## src/rtl/mux_scan_pkg.sv

```systemverilog
// Shared types and constants for the 4:1 mux scan controller.
// Pure definitions: no latency or flow control of its own.
// Includes the lowest-enabled-channel helper used when a scan starts.
package mux_scan_pkg;

    typedef enum logic [1:0] {
        IDLE   = 2'd0,
        SETTLE = 2'd1,
        DONE   = 2'd2
    } state_t;

    localparam int CH_W          = 2;
    localparam int N_CH          = 4;
    localparam int DEFAULT_DWELL = 2;
    localparam int CNT_W         = 4;

    function automatic logic [CH_W-1:0] first_ch(input logic [N_CH-1:0] mask);
        first_ch = '0;
        for (int i = N_CH - 1; i >= 0; i--) begin
            if (mask[i]) first_ch = CH_W'(i);
        end
    endfunction

endpackage

```

## src/rtl/mux_scan_next.sv

```systemverilog
// Finds the next enabled channel strictly above the current one.
// Latency: purely combinational, zero cycles.
// Backpressure: none; none=1 when no higher channel is enabled.
module mux_scan_next
    import mux_scan_pkg::*;
(
    input  logic [N_CH-1:0] mask,
    input  logic [CH_W-1:0] cur,
    output logic [CH_W-1:0] nxt,
    output logic            none
);

    // Walk downwards so the lowest qualifying channel wins.
    always_comb begin
        nxt  = '0;
        none = 1'b1;
        for (int i = N_CH - 1; i >= 0; i--) begin
            if (i > int'(cur) && mask[i]) begin
                nxt  = CH_W'(i);
                none = 1'b0;
            end
        end
    end

endmodule

```

## src/rtl/mux_scan_ctrl.sv

```systemverilog
// Steps an external 4:1 mux over the enabled channels, capturing y after DWELL cycles each.
// Latency: valid pulses one cycle after edge start+N*DWELL; an empty mask completes at once.
// Backpressure: none; start is only sampled in IDLE. MUX_SCAN_CONT_EN adds port cont for rescans.
module mux_scan_ctrl
    import mux_scan_pkg::*;
#(
    parameter int DWELL = DEFAULT_DWELL
) (
    input  logic            clk,
    input  logic            rst,
    input  logic            start,
    input  logic [N_CH-1:0] ch_mask,
    input  logic            y,
    output logic            S1,
    output logic            S2,
    output logic [N_CH-1:0] sample,
    output logic            valid,
    output logic            busy
`ifdef MUX_SCAN_CONT_EN
    ,
    input  logic            cont
`endif
);

    state_t            state_q, state_n;
    logic [CH_W-1:0]   sel_q, sel_n;
    logic [CNT_W-1:0]  cnt_q, cnt_n;
    logic [N_CH-1:0]   mask_q, mask_n;
    logic [N_CH-1:0]   sample_q, sample_n;
    logic [CH_W-1:0]   nxt_ch;
    logic              nxt_none;
    logic              launch;

    localparam logic [CNT_W-1:0] DWELL_LOAD = CNT_W'(DWELL - 1);

    mux_scan_next u_next (
        .mask (mask_q),
        .cur  (sel_q),
        .nxt  (nxt_ch),
        .none (nxt_none)
    );

    always_comb begin
        state_n  = state_q;
        sel_n    = sel_q;
        cnt_n    = cnt_q;
        mask_n   = mask_q;
        sample_n = sample_q;
        launch   = 1'b0;
        case (state_q)
            IDLE: launch = start;
            SETTLE: begin
                if (cnt_q != '0) begin
                    cnt_n = cnt_q - CNT_W'(1);
                end else begin
                    sample_n[sel_q] = y;
                    if (nxt_none) begin
                        state_n = DONE;
                    end else begin
                        sel_n = nxt_ch;
                        cnt_n = DWELL_LOAD;
                    end
                end
            end
            DONE: begin
                state_n = IDLE;
`ifdef MUX_SCAN_CONT_EN
                launch  = cont;
`endif
            end
            default: state_n = IDLE;
        endcase

        // Mask is captured here so mid-scan changes on ch_mask are ignored.
        if (launch) begin
            mask_n   = ch_mask;
            sample_n = '0;
            if (ch_mask != '0) begin
                state_n = SETTLE;
                sel_n   = first_ch(ch_mask);
                cnt_n   = DWELL_LOAD;
            end else begin
                state_n = DONE;
            end
        end
    end

    always_ff @(posedge clk or posedge rst) begin
        if (rst) begin
            state_q  <= IDLE;
            sel_q    <= '0;
            cnt_q    <= '0;
            mask_q   <= '0;
            sample_q <= '0;
        end else begin
            state_q  <= state_n;
            sel_q    <= sel_n;
            cnt_q    <= cnt_n;
            mask_q   <= mask_n;
            sample_q <= sample_n;
        end
    end

    assign {S1, S2} = sel_q;
    assign sample   = sample_q;
    assign valid    = (state_q == DONE);
    assign busy     = (state_q == SETTLE);

endmodule

```

## config.mk

```make
export PLATFORM = sky130hd
export DESIGN_NAME = mux_scan_ctrl
export DESIGN_NICKNAME = d
export VERILOG_FILES = /design/src/rtl/mux_scan_pkg.sv /design/src/rtl/mux_scan_next.sv /design/src/rtl/mux_scan_ctrl.sv
export SDC_FILE = /design/constraint.sdc
export NUM_CORES = 1
export LEC_CHECK = 0
export CORE_MARGIN = 4
export CORE_UTILIZATION = 40
export CTS_CLUSTER_DIAMETER = 100
export CTS_CLUSTER_SIZE = 25
export DETAILED_ROUTE_END_ITERATION = 10
export SLEW_MARGIN = 10
export SYNTH_ARGS = -nofsm -noshare
export SYNTH_HDL_FRONTEND = slang
export SYNTH_HIERARCHICAL = 1
export SYNTH_SLANG_ARGS = --single-unit
```

## constraint.sdc

```tcl
create_clock -name clk -period 2.55 [get_ports clk]
set_clock_uncertainty 0.2 [all_clocks]
set_input_delay 0.51 -clock clk [delete_from_list [all_inputs] [get_ports clk]]
set_output_delay 0.51 -clock clk [all_outputs]
set_load 0.03 [all_outputs]
```

---- Word level (Yosys, flattened, before mapping) ----
Index checks and enable logic that the tools add are counted.
storage, ports and cells
  register bits ........................... 16
  bits of input ports ..................... 8
  output and inout bits ................... 8
operators by class
  add/subtract/negate cells ............... 1
  $lt $le $gt $ge ......................... 5
  equal/unequal tests ..................... 6
  muxes and demuxes ....................... 32
  reductions and logical operators ........ 10
operators with widths
  kind                 count
  $mux 2               16
  $mux 4               8
  $reduce_bool 4->1    2
  $mux 1               5
  $bwmux 4             1
  $gt 2x2->1 const A   2
  $logic_and 1x1->1    4
  $ne 2x2->1 const B   2
  $pmux 2 s2           1
  $sub 4x1->4 const B  1
  $lt 2x3->1 const B   1
  $ne 3x1->1 const B   1
  $ne 3x3->1 const B   1
  $reduce_and 3->1     1
  $demux 1 s2          1
  $eq 2x1->1 const B   1
  $eq 2x2->1 const B   1
  $ge 2x1->1 const B   1
  $gt 1x2->1 const A   1
  $logic_not 2->1      1
  $reduce_and 2->1     1
  $reduce_bool 2->1    1

---- Longest topological paths before layout ----
  depth after elaboration ................. 10
  mapped depth ............................ 6
  gate-level depth less buffers ........... 6

---- Modules after synthesis ----
The synthesis kept the hierarchy.
modules (own cells, without submodules)
  module         instances  cells an instance  area an instance (µm²)  seq. area each (µm²)
  mux_scan_ctrl  1          85                 888.4                   400.4
  mux_scan_next  1          10                 65.1                    0.0

---- Worst setup path before layout ----
OpenSTA, ideal clock, no wires.
  path kind ............................... register to register
  from .................................... reg sel_q[1]
  to ...................................... reg cnt_q[0]
  library setup time ...................... 132 ps
  arrival time ............................ 1524 ps
  path slack .............................. 694 ps
  stages on the path, launching flop included .. 7
  cell sequence ........................... dfrtp_1 > nor2b_2 > o21ai_1 > o21a_1 > and4bb_2 > nand2b_1 > o211ai_1
between the ends
  cells in the longest elaborated chain, start to end .. 10
  elaborated cells between the ends (all ways) .. 14
  those cells by class .................... order compare (3); mux (8); reduce/logical (3)
RTL lines
  item                    line                 RTL
  from (decl)             mux_scan_ctrl.sv:26  logic [CH_W-1:0] sel_q, sel_n;
  from (signal assigned)  mux_scan_ctrl.sv:97  sel_q <= sel_n;
  $gt 2x2->1              mux_scan_next.sv:18  if (i > int'(cur) && mask[i]) begin
  $logic_and 1x1->1       mux_scan_next.sv:18
  $mux 1 (2 in a row)     mux_scan_next.sv:18
  $mux 1 *                mux_scan_next.sv:18
  via nxt_none            mux_scan_ctrl.sv:31  logic nxt_none;
  $mux 4 *                mux_scan_ctrl.sv:57  if (nxt_none) begin
  $mux 4 *                mux_scan_ctrl.sv:53  if (cnt_q != '0) begin
  $mux 4 *                mux_scan_ctrl.sv:50  case (state_q)
  $mux 4                  mux_scan_ctrl.sv:78  if (ch_mask != '0) begin
  $mux 4 *                mux_scan_ctrl.sv:75  if (launch) begin
  via cnt_n[0]            mux_scan_ctrl.sv:27  logic [CNT_W-1:0] cnt_q, cnt_n;
  to (signal assigned)    mux_scan_ctrl.sv:98  cnt_q <= cnt_n;
  to (decl)               mux_scan_ctrl.sv:27
Mark *: on every way through the listed nets, which the timed path passes. The rest lies on a longest branch.
A chain may end at the register's enable or synchronous reset.

---- Final worst setup path ----
  from .................................... reg state_q[1]
  to ...................................... out busy
between the ends
  cells in the longest elaborated chain, start to end .. 1
RTL lines
  item                    line                  RTL
  from (decl)             mux_scan_ctrl.sv:25   state_t state_q, state_n;
  from (signal assigned)  mux_scan_ctrl.sv:96   state_q <= state_n;
  $eq 2x1->1              mux_scan_ctrl.sv:107  assign busy = (state_q == SETTLE);
  to (decl)               mux_scan_ctrl.sv:18   output logic busy
No other way between the ends.

==> results.sh <==
export IMPL_antenna_found_initial=0
export IMPL_hpwl_mm=1.49
export IMPL_syn_area_um2=917
export IMPL_status="completed"
export IMPL_finalWirelength_mm=1.98
export IMPL_r2r_slack_ns=0.64
export IMPL_portBuffers=15
export IMPL_grt_max_degree=16
export IMPL_syn_inst=93
export IMPL_static_leakage_power_nw=0.463
export IMPL_path_buf_inv=2
export IMPL_required_ns=1.84
export IMPL_hold_end="state_q[1]"
export IMPL_hold_path_class="register to register"
export IMPL_drc=0
export IMPL_fin_setup_tns_ns=0
export IMPL_avgViaCountPerCell=5.40
export IMPL_drive_gt1_frac=0.159
export IMPL_post_cts_repair_setup_buffers=0
export IMPL_cts_hold_buffers=0
export IMPL_cts_clk_slew_worst_paths_ns=0.10
export IMPL_regToRegEndpoint="sample[1]"
export IMPL_cts_sinks=15
export IMPL_nNetsFinal=124
export IMPL_post_route_min_period_ns=2.32
export IMPL_cts_tree="done"
export IMPL_grt_pass1_wl_mm=3.43
export IMPL_die_area_um2=3120
export IMPL_final_hold_viol_count=0
export IMPL_wl_per_cell_um=14.0
export IMPL_cts_resized=0
export IMPL_maxSlewViolCount=0
export IMPL_critPathMaxFanout=4
export IMPL_fin_total_pwr_w=0.00145
export IMPL_insertion_delay_ns=0.28
export IMPL_cap_violations=0
export IMPL_io_pins=16
export IMPL_fp_dieH_um=55.9
export IMPL_worst_pin_slew_ns=0.662
export IMPL_crit_type="register to primary output"
export IMPL_holdWs_ns=0.279
export IMPL_grt_pass1_vias=734
export IMPL_dr_pass1_iters=4
export IMPL_crit_path_end_kind="primary output"
export IMPL_crit_path_start_kind="register"
export IMPL_grt_setup_unrepaired="false"
export IMPL_max_slew_margin=0.557
export IMPL_gp_congestion=0.763
export IMPL_grt_overflow=0
export IMPL_die_w_um=55.9
export IMPL_h_tree_depth=1
export IMPL_core_area_um2=2190
export IMPL_fmax_ghz=0.431
export IMPL_worstPathCellList="nand2b_1, inv_1, clkdlybuf4s50_1"
export IMPL_initial_utilization=0.419
export IMPL_min_from="state_q[1]"
export IMPL_drtIter0Drc=10
export IMPL_root_buffer="clkbuf_4"
export IMPL_synth_area_per_cell_um2=9.86
export IMPL_synth_nets=103
export IMPL_track_usage=0.137
export IMPL_crit_arrival_ns=1.61
export IMPL_crit_family="buffers and inverters"
export IMPL_max_clock_path_buffers=2
export IMPL_yosysWarnings=6
export IMPL_rows=17
export IMPL_cpPeakStageDelay_ns=0.67
export IMPL_power_density_nw_per_um2=1260
export IMPL_num_vias=761
export IMPL_ir_drop_mv=0.870
export IMPL_min_path_cells=1
export IMPL_diodes=0
export IMPL_post_place_cells=137
export IMPL_setup_viol=0
export IMPL_cts_buffers=3
export IMPL_r2r_cells=5
export IMPL_ant_nets=0
export IMPL_crit_slowest_cell="clkdlybuf4s50_1"
export IMPL_areaGrowthSynthToFinish_pct=25.1
export IMPL_timing_final_crit_share=0.910
export IMPL_reg2reg_from="cnt_q[0]"
export IMPL_final_cells=141
[layout make-up]
| type | instances | area [um^2] |
|---|---|---|
| Fill cell | 205 | 1040 |
| Inverter | 9 | 33.8 |
| Sequential cell | 15 | 375 |
| Tap cell | 28 | 35.0 |
| Clock buffer | 4 | 26.3 |
| Multi-Input combinational cell | 65 | 489 |
| Timing Repair Buffer | 20 | 188 |
[stage by stage]
step / instance area, um^2 / utilization / setup slack (ns)
after floorplan: 917 / - / 0.694
after global placement: 1120 / 0.512 / 0.319
after detailed placement: 1120 / 0.512 / 0.265
after CTS: 1150 / 0.524 / 0.215
after global routing: 1150 / 0.524 / 0.152
final: 1150 / 0.524 / 0.231
[placed cells by master (no fill, tap or decap)]
| cell | n |
|---|---|
| dfrtp_1 | 15 |
| clkdlybuf4s50_1 | 15 |
| inv_1 | 9 |
| a21oi_1 | 9 |
| buf_4 | 5 |
| nand4_1 | 4 |
| o41ai_1 | 4 |
| nor2b_1 | 4 |
| o21ai_0 | 4 |
| nand2b_1 | 3 |
| mux2_2 | 3 |
| nand2_1 | 3 |
| clkbuf_4 | 3 |
| nor2_1 | 2 |
| nand4b_1 | 2 |
| o211ai_1 | 2 |
| or3_1 | 2 |
| o21a_1 | 2 |
| ha_1 | 2 |
| nor3b_2 | 1 |
| or3b_1 | 1 |
| nor3b_1 | 1 |
| nor4_2 | 1 |
| and2b_1 | 1 |
| nor3_1 | 1 |
| o311ai_1 | 1 |
| and3_2 | 1 |
| a2111oi_4 | 1 |
| and4bb_2 | 1 |
| or4_1 | 1 |
| o31ai_1 | 1 |
| a31oi_1 | 1 |
| and2_1 | 1 |
| nand3b_1 | 1 |
| clkbuf_1 | 1 |
| nor2b_2 | 1 |
| o32ai_1 | 1 |
| o21ai_1 | 1 |
| a221oi_2 | 1 |
[layer usage]
layer  global-route usage  share of wire  up-vias
li1                     -              -      388
met1                0.193           0.46      359
met2                0.211           0.50       12
met3               0.0209          0.033        2
met4               0.0508         0.0061        0
met5                    0              0        -
[worst register-to-register path, stage by stage (launching register included)]
cell and delay, ns:
dfrtp_1 0.41, inv_1 0.08, ha_1 0.18, or3b_1 0.46
o41ai_1 0.34, a21oi_1 0.11
[how the worst max path moves through the flow]
stage / from / to / cells after the start
2_1_floorplan: sel_q[1] / cnt_q[0] / 6
3_3_place_gp: ch_mask[1] / cnt_q[2] / 4
3_5_place_dp: ch_mask[0] / cnt_q[2] / 4
4_1_cts: state_q[1] / busy / 3
5_1_grt: state_q[1] / busy / 3
6_report: state_q[1] / busy / 3
[where the power goes]
part | switching, W | total, W | internal, W | leakage (nW)
Sequential | 0.0000811 | 0.000425 | 0.000344 | 0.189
Combinational | 0.000495 | 0.000887 | 0.000392 | 0.259
Clock | 0.0000781 | 0.000139 | 0.0000607 | 0.0150
Total | 0.000655 | 0.00145 | 0.000797 | 0.463
[sequential cells by signal, indices dropped and copies added (netlist names)]
| register | cells |
|---|---|
| cnt_q | 4 |
| sample | 4 |
| mask_q | 3 |
| sel_q | 2 |
| state_q | 2 |
Power figures use the tool's default switching activity.
